**src/rtl/uart_pkg.sv**
```systemverilog
// uart_pkg: shared receiver state type, oversampling constants and baud divisor helper
package uart_pkg;
    typedef enum logic [2:0] {IDLE, START, DATA, STOP, WAIT_HIGH} rx_state_t;
    localparam int OVERSAMPLE = 16;
    localparam logic [3:0] SAMPLE_A = 4'd7;
    localparam logic [3:0] SAMPLE_B = 4'd8;
    localparam logic [3:0] SAMPLE_C = 4'd9;
    function automatic int calc_div(input int clk_freq, input int baud);
        return clk_freq / (baud * OVERSAMPLE);
    endfunction
endpackage

```
**src/rtl/uart_baud_tick.sv**
```systemverilog
// uart_baud_tick: one-cycle 16x oversample tick every DIV clocks, realignable by restart
module uart_baud_tick
    import uart_pkg::*;
#(
    parameter int CLK_FREQ = 100_000_000,
    parameter int BAUD     = 9600
) (
    input  logic clk,
    input  logic reset_n,
    input  logic restart,
    output logic tick
);
    localparam int DIV = calc_div(CLK_FREQ, BAUD) < 1 ? 1 : calc_div(CLK_FREQ, BAUD);
    localparam int W = DIV > 1 ? $clog2(DIV) : 1;
    localparam logic [W-1:0] LAST = W'(DIV - 1);
    logic [W-1:0] cnt;
    // free-running divider; a start edge pulls it back to zero so tick k lands k*DIV after the edge
    always_ff @(posedge clk) begin
        if (!reset_n || restart) cnt <= '0;
        else cnt <= tick ? '0 : cnt + 1'b1;
    end
    assign tick = cnt == LAST;
endmodule

```
**src/rtl/uart_rx_8n1.sv**
```systemverilog
// uart_rx_8n1: 8-N-1 serial receiver with 16x oversampling and 3-sample majority vote
module uart_rx_8n1
    import uart_pkg::*;
#(
    parameter int CLK_FREQ = 100_000_000,
    parameter int BAUD     = 9600
) (
    input  logic       clk,
    input  logic       reset_n,
    input  logic       rx,
    output logic [7:0] rx_byte,
    output logic       received,
    output logic       recv_error,
    output logic       is_receiving
);
    rx_state_t  state, state_n;
    logic       rx_meta, rx_sync, rx_prev;
    logic [1:0] warm;
    logic       tick, start_edge, vote_now, vote, load, err, shift;
    logic [3:0] tcnt, tnext;
    logic [2:0] bit_cnt;
    logic [1:0] smp;
    logic [7:0] shreg;

    uart_baud_tick #(.CLK_FREQ(CLK_FREQ), .BAUD(BAUD)) u_tick (
        .clk(clk), .reset_n(reset_n), .restart(start_edge), .tick(tick)
    );

    assign start_edge   = state == IDLE && rx_prev && !rx_sync;
    assign tnext        = tcnt + 4'd1;
    assign vote_now     = tick && tnext == SAMPLE_C;
    assign vote         = (smp[0] & smp[1]) | ((smp[0] | smp[1]) & rx_sync);
    assign is_receiving = state == DATA || state == STOP;

    // synchronizer and edge history; warm masks the synchronizer's reset value so a line low out of reset is no edge
    always_ff @(posedge clk) begin
        if (!reset_n) begin
            rx_meta <= 1'b1;
            rx_sync <= 1'b1;
            rx_prev <= 1'b0;
            warm    <= 2'b00;
        end else begin
            rx_meta <= rx;
            rx_sync <= rx_meta;
            warm    <= {warm[0], 1'b1};
            rx_prev <= rx_sync & warm[1];
        end
    end

    // state register
    always_ff @(posedge clk) begin
        if (!reset_n) state <= IDLE;
        else state <= state_n;
    end

    // next state and per-cycle actions, all decisions taken at the third sample of a bit
    always_comb begin
        state_n = state;
        load    = 1'b0;
        err     = 1'b0;
        shift   = 1'b0;
        case (state)
            IDLE:      state_n = start_edge ? START : IDLE;
            START:     if (vote_now) state_n = vote ? IDLE : DATA;
            DATA: if (vote_now) begin
                shift   = 1'b1;
                state_n = bit_cnt == 3'd7 ? STOP : DATA;
            end
            STOP: if (vote_now) begin
                load    = vote;
                err     = !vote;
                state_n = vote ? IDLE : WAIT_HIGH;
            end
            WAIT_HIGH: state_n = rx_sync ? IDLE : WAIT_HIGH;
            default:   state_n = IDLE;
        endcase
    end

    // oversample position, sample capture, shift register and registered result pulses
    always_ff @(posedge clk) begin
        if (!reset_n) begin
            rx_byte    <= 8'h00;
            received   <= 1'b0;
            recv_error <= 1'b0;
            shreg      <= 8'h00;
            bit_cnt    <= 3'd0;
            tcnt       <= 4'd0;
            smp        <= 2'b00;
        end else begin
            received   <= load;
            recv_error <= err;
            if (load) rx_byte <= shreg;
            if (shift) shreg <= {vote, shreg[7:1]};
            if (start_edge) begin
                tcnt    <= 4'd0;
                bit_cnt <= 3'd0;
            end else begin
                if (tick) tcnt <= tnext;
                if (shift) bit_cnt <= bit_cnt + 3'd1;
            end
            if (tick && tnext == SAMPLE_A) smp[0] <= rx_sync;
            if (tick && tnext == SAMPLE_B) smp[1] <= rx_sync;
        end
    end
endmodule

```
**config.mk**
```make
export PLATFORM = sky130hd
export DESIGN_NAME = uart_rx_8n1
export DESIGN_NICKNAME = d
export VERILOG_FILES = /design/src/rtl/uart_pkg.sv /design/src/rtl/uart_baud_tick.sv /design/src/rtl/uart_rx_8n1.sv
export SDC_FILE = /design/constraint.sdc
export NUM_CORES = 1
export LEC_CHECK = 0
export BUFFER_PORTS_ARGS = -buffer_cell sky130_fd_sc_hd__buf_2
export CORE_MARGIN = 2
export CORE_UTILIZATION = 54
export DETAILED_ROUTE_END_ITERATION = 8
export PLACE_DENSITY_LB_ADDON = 0.25
export SLEW_MARGIN = 20
export SYNTH_ARGS = -nofsm -noshare
export SYNTH_HDL_FRONTEND = slang
export SYNTH_HIERARCHICAL = 1
export SYNTH_SLANG_ARGS = --single-unit
```
**constraint.sdc**
```tcl
create_clock -name clk -period 5.6 [get_ports clk]
set_input_delay 0.28 -clock clk [delete_from_list [all_inputs] [get_ports clk]]
set_output_delay 0.28 -clock clk [all_outputs]
set_load 0.1 [all_outputs]
```
==> results.sh, run 1 <==
export IMPL_status="finished clean"
export IMPL_io_pins=14
export IMPL_rsz0062_at_grt="no"
export IMPL_post_route_period_util_pct=52.7
export IMPL_place_area_um2=2050
export IMPL_yosysWarnings=6
export IMPL_setup_tns_ns=0
export IMPL_peakVddDrop_mv=0.189
export IMPL_ys_seq_elements=45
export IMPL_nFillCells=283
export IMPL_power_density_nw_per_um2=255
export IMPL_max_freq_ghz=0.339
export IMPL_grtUsageTotal_pct=17.9
export IMPL_fin_skew_ns=0.00510
export IMPL_hold_class="in2reg"
export IMPL_cts_buffer_depth=2
export IMPL_drc=0
export IMPL_design_area_um2=2140
export IMPL_cp_start_kind="register"
export IMPL_gp_congestion=0.758
export IMPL_clockRootBuffer="clkbuf_4"
export IMPL_die_area_um2=4130
export IMPL_finalHoldViolCount=0
export IMPL_hold_start="rx"
export IMPL_clk_pin_slew_ns=0.12
export IMPL_synth_enable_flop_cells=0
export IMPL_drive_above_1_share_pct=14.5
export IMPL_synth_cells=200
export IMPL_final_cell_count_no_fill=260
export IMPL_clk_latency_ns=0.35
export IMPL_required_ns=5.88
export IMPL_yosysUniqueCellTypes=43
export IMPL_fp_dieH_um=64.3
export IMPL_r2r_start="u_tick/cnt[0]"
export IMPL_dr_first_iter_drc_count=42
export IMPL_fin_hold_ws_ns=0.113
export IMPL_syn_area_um2=1960
export IMPL_rrSetupSlack_ns=2.65
export IMPL_grt_max_degree=42
export IMPL_yosys_top_cells_area="dfxtp_1, mux2i_1, ha_1, nand2_1, nand3_1"
export IMPL_core_rowCount=21
export IMPL_yosys_area_top_type="dfxtp_1"
export IMPL_drtPass1Iterations=5
export IMPL_synth_avg_cell_area_um2=9.82
export IMPL_htree_levels=2
export IMPL_gr_total_overflow=0
export IMPL_maxCapViolCount=0
export IMPL_cp_max_fo=9
export IMPL_synth_top_area_share_pct=45.9
export IMPL_cts_hold_fix_buffers=0
export IMPL_synth_flop_cell="dfxtp_1"
export IMPL_finalWirelength_mm=3.32
export IMPL_seq_area_frac_synth_pct=45.9
export IMPL_path_class="reg2reg"
export IMPL_placed_cells=252
export IMPL_cts_tree="built"
export IMPL_cp_arrival_ns=3.23
export IMPL_cts_sinks=45
export IMPL_vias=1406
export IMPL_core_um2=3420
export IMPL_syn_nets=211
export IMPL_worst_slew_margin_rel_pct=50.9
export IMPL_period_needed_ns=2.95
export IMPL_initial_utilization_pct=57.5
export IMPL_io_buffers=13
export IMPL_dpl_hpwl_mm=2.41
export IMPL_synthArstFlopShare_pct=0
export IMPL_grt_antenna_before_repair=0
export IMPL_grt_pass1_vias=1328
export IMPL_antenna_left=0
export IMPL_startpoint="u_tick/cnt[0]"
export IMPL_grt_pass1_wl_mm=5.86
export IMPL_n_antenna_cell=0
export IMPL_tightest_slew_ns=0.734
export IMPL_cts_resized=0
export IMPL_area_delta_synth_final_pct=9.05
export IMPL_finalSetupViolations=0
export IMPL_die_x_um=64.3
export IMPL_cts_buffers=5
export IMPL_endpoint_kind="register"
export IMPL_maxSlewViolCount=0
export IMPL_viasPerCell=5.41
export IMPL_post_cts_buffers=0
export IMPL_power_leakage_nw=0.837
export IMPL_wl_per_cell_um=12.8
export IMPL_layout_nets=224
-- through the flow --
| stage | utilization [%] | worst slack (ns) | power (mW) |
|---|---|---|---|
| after floorplan | - | 3.49 | 0.346 |
| after global placement | 60.0 | 2.47 | 0.348 |
| after detailed placement | 60.0 | 2.25 | 0.349 |
| after CTS | 62.5 | 2.23 | 0.551 |
| after global routing | 62.7 | 2.35 | 0.566 |
| final | 62.7 | 2.65 | 0.546 |
-- path summary, 6_finish.rpt --
| kind | endpoint | depth (start not counted) |
|---|---|---|
| max | rx_byte[7] | 9 |
| min reg2reg | rx_sync | 1 |
| max reg2reg | rx_byte[7] | 9 |
| min | rx_meta | 2 |
-- kinds of logic after synthesis --
kind of cell	synth area share, %
fa+ha+maj	5.61
mux	7.14
buf+inv	2.80
xor+xnor	3.12
flops	45.9
simple gates	25.5
compound gates	9.94
-- final cells by class --
class                      count  area (um^2)  share of cell area [%]
multi-input combinational    143         1010                    47.3
sequential                    45          901                    42.1
clock buffer                   7         55.1                    2.57
clock inverter                 1         30.0                    1.40
tap                           46         57.6                    2.69
inverter                       5         18.8                   0.877
timing repair buffer          13         65.1                    3.04
-- layer usage --
layer  part of all wire (%)  vias to the layer above  global-route usage, %  wire length [um]
met3                    3.2                        4                   5.46               105
met4                    1.1                        0                   3.99                38
met5                      0                        -                      0                 0
li1                       -                      723                      -                 -
met1                     45                      661                   21.5              1480
met2                     51                       18                   31.5              1700
-- Yosys cell counts, types with 2 or more instances --
cell type  instances
xnor2_1            2
nor4_1             3
nand3_1           13
dfxtp_1           45
nor2b_1            2
or3_1              3
buf_2              2
inv_1              5
nor2_1            15
o31ai_1            2
xor2_1             5
a21oi_1            5
and4b_1            2
and2_1             3
mux2i_1           14
clkbuf_1           4
nand2b_1           5
ha_1               8
nand2_1           25
nand4_1            2
o21ai_0           12
or4_1              2
-- critical path, cell delays in order (launching register included) --
cell	delay (ns)
dfxtp_1	0.37
inv_1	0.07
ha_1	0.19
nand4bb_4	0.13
nor4_2	0.61
nand3_1	0.24
a21oi_4	0.24
nor2_2	0.09
nor4b_4	0.68
mux2i_1	0.27
-- flip-flops by register name (all words and copies together) (netlist names) --
register    cells
u_tick/cnt     10
rx_byte         8
shreg           8
tcnt            4
bit_cnt         3
state           3
smp             2
warm            2
received        1
recv_error      1
rx_meta         1
rx_prev         1
rx_sync         1
-- where the power goes --
part,switching [mW],internal [mW]
Sequential,0.00306,0.324
Combinational,0.00914,0.00543
Clock,0.0983,0.107
-- cells in the final DEF, fill, tap and decap left out, types with 2 or more instances in the layout --
master	netlist	final
nand3_1	13	13
buf_2	2	13
ha_1	8	8
xnor2_1	2	2
nor2b_1	2	2
inv_1	5	5
and2_1	3	3
dfxtp_1	45	45
and4b_1	2	2
xor2_1	5	5
clkbuf_4	0	5
or4_1	2	2
nand4_1	2	2
nor2_1	15	15
mux2i_1	14	14
nor4_1	3	2
o31ai_1	2	2
nand2_1	25	25
o21ai_0	12	12
a21oi_1	5	5
or3_1	3	3
nand2b_1	5	5
Note: power is estimated with default switching activity, not from simulation.
==> run 2: changes to the inputs <==
==> constraint.sdc (replaced) <==
create_clock -name clk -period 3 [get_ports clk]
set_input_delay 0.15 -clock clk [delete_from_list [all_inputs] [get_ports clk]]
set_output_delay 0.15 -clock clk [all_outputs]
set_load 0.1 [all_outputs]
==> run 2 against run 1 <==
Against the previous run: global-route usage is 1.0 points lower; non-clock buffer count is 3 higher; sequential share of layout area is 0.27 points higher; via count is 0.21% lower; register-to-register slack worse by 2.0 ns; cell count is 1.2% higher; die area stayed put; power is 66% higher; final area is 0.64% lower; largest power group unchanged.
==> results.sh, run 2 (synthesis results as in run 1) <==
export IMPL_regMostFlops="u_tick/cnt"
export IMPL_die_x_um=64.3
export IMPL_power_leakage_nw=0.832
export IMPL_cts_buffers=5
export IMPL_n_antenna_cell=0
export IMPL_finalHoldViolCount=0
export IMPL_grt_pass1_vias=1361
export IMPL_design_area_um2=2130
export IMPL_dpl_hpwl_mm=2.31
export IMPL_routed_top_layer="met4"
export IMPL_met1Wirelength_mm=1.43
export IMPL_placed_cells=254
export IMPL_cts_sinks=45
export IMPL_htree_levels=2
export IMPL_cts_tree="built"
export IMPL_antenna_left=0
export IMPL_status="finished clean"
export IMPL_clockRootBuffer="clkbuf_4"
export IMPL_die_area_um2=4130
export IMPL_endpoint_kind="register"
export IMPL_post_route_worst_setup_slack_ns=0.638
export IMPL_finish_utilization_pct=62.3
export IMPL_rsz0062_at_grt="no"
export IMPL_power_density_nw_per_um2=427
export IMPL_vias=1403
export IMPL_cts_hold_fix_buffers=1
export IMPL_peakVddDrop_mv=0.313
export IMPL_setup_tns_ns=0
export IMPL_cp_arrival_ns=2.64
export IMPL_maxCapViolCount=0
export IMPL_clk_latency_ns=0.34
export IMPL_grt_max_degree=42
export IMPL_required_ns=3.28
export IMPL_route_met3_wl_um=96
export IMPL_multiInputGateArea_um2=1010
export IMPL_post_route_period_util_pct=78.7
export IMPL_gp_congestion=0.786
export IMPL_max_freq_ghz=0.423
export IMPL_clk_pin_slew_ns=0.12
export IMPL_io_pins=14
export IMPL_hold_class="in2reg"
export IMPL_path_class="reg2reg"
export IMPL_finalWirelength_mm=3.15
export IMPL_cts_resized=0
export IMPL_wl_met2_mm=1.58
export IMPL_layout_cells_most_common_list="dfxtp_1, nand2_1, nor2_1"
export IMPL_layout_commonest_cell="dfxtp_1"
export IMPL_tightest_slew_ns=0.605
export IMPL_gr_total_overflow=0
export IMPL_post_cts_buffers=0
export IMPL_largestRegisters="u_tick/cnt: 10 flops, rx_byte: 8 flops, shreg: 8 flops"
export IMPL_drc=0
export IMPL_cts_buffer_depth=2
export IMPL_fin_skew_ns=0.00693
export IMPL_grt_pass1_wl_mm=5.53
export IMPL_final_cell_count_no_fill=263
export IMPL_core_um2=3420
export IMPL_cp_start_kind="register"
export IMPL_finalSetupViolations=0
export IMPL_period_needed_ns=2.36
export IMPL_viasPerCell=5.33
export IMPL_core_rowCount=21
export IMPL_maxSlewViolCount=0
export IMPL_fp_dieH_um=64.3
export IMPL_grtUsageTotal_pct=16.9
export IMPL_place_area_um2=2060
export IMPL_largest_register_ffs=10
export IMPL_io_buffers=13
export IMPL_area_delta_synth_final_pct=8.35
export IMPL_drtPass1Iterations=4
export IMPL_regArea_um2=901
export IMPL_dr_first_iter_drc_count=59
export IMPL_worst_slew_margin_rel_pct=59.5
export IMPL_dp_slack_ns=0.646
export IMPL_initial_utilization_pct=57.5
export IMPL_drive_above_1_share_pct=14.3
export IMPL_grt_antenna_before_repair=0
export IMPL_cp_max_fo=9
export IMPL_nFillCells=289
export IMPL_wl_per_cell_um=12.0
export IMPL_layout_nets=227
run 2: routing by layer:
| metal | vias to the layer above | track usage, % |
|---|---|---|
| met5 | - | 0 |
| met4 | 0 | 6.65 |
| met3 | 5 | 5.11 |
| met2 | 16 | 29.6 |
| met1 | 655 | 19.3 |
| li1 | 727 | - |
run 2: power by group:
part / total (mW) / internal [mW] / leakage, nW / switching, mW
combinational: 0.0280 / 0.0111 / 0.442 / 0.0170
clock: 0.269 / 0.0927 / 0.0255 / 0.177
sequential: 0.610 / 0.604 / 0.364 / 0.00579
total: 0.907 / 0.708 / 0.832 / 0.200
run 2: final cells by class:
type	count	share of cell area [%]
tap	46	2.71
multi-input combinational	143	47.4
inverter	5	0.882
clock inverter	1	0.353
sequential	45	42.4
timing repair buffer	16	4.24
clock buffer	7	2.12
run 2: final timing paths:
check	startpoint	end	slack, ns	cells after the start
setup reg to reg	u_tick/cnt[0]	rx_byte[1]	0.64	11
setup / recovery	u_tick/cnt[0]	rx_byte[1]	0.64	11
hold / removal	reset_n	warm[0]	0.24	1
hold reg to reg	rx_meta	rx_sync	0.42	1
run 2: critical path, cell delays in order (launching register included):
cell       delay [ns]
dfxtp_1          0.36
inv_1            0.07
ha_1             0.19
nand4bb_4        0.13
nor4_1           0.25
buf_4            0.20
nand3_1          0.11
a21oi_4          0.19
nor2_2           0.09
nor4b_4          0.25
buf_4            0.24
mux2i_1          0.21
run 2: metrics by stage:
| step | total power [mW] | hold WS [ns] |
|---|---|---|
| floorplan | 0.645 | 0.178 |
| global placement | 0.650 | 0.337 |
| detailed placement | 0.651 | 0.341 |
| CTS | 0.926 | 0.231 |
| global route | 0.948 | 0.251 |
| finish | 0.907 | 0.239 |
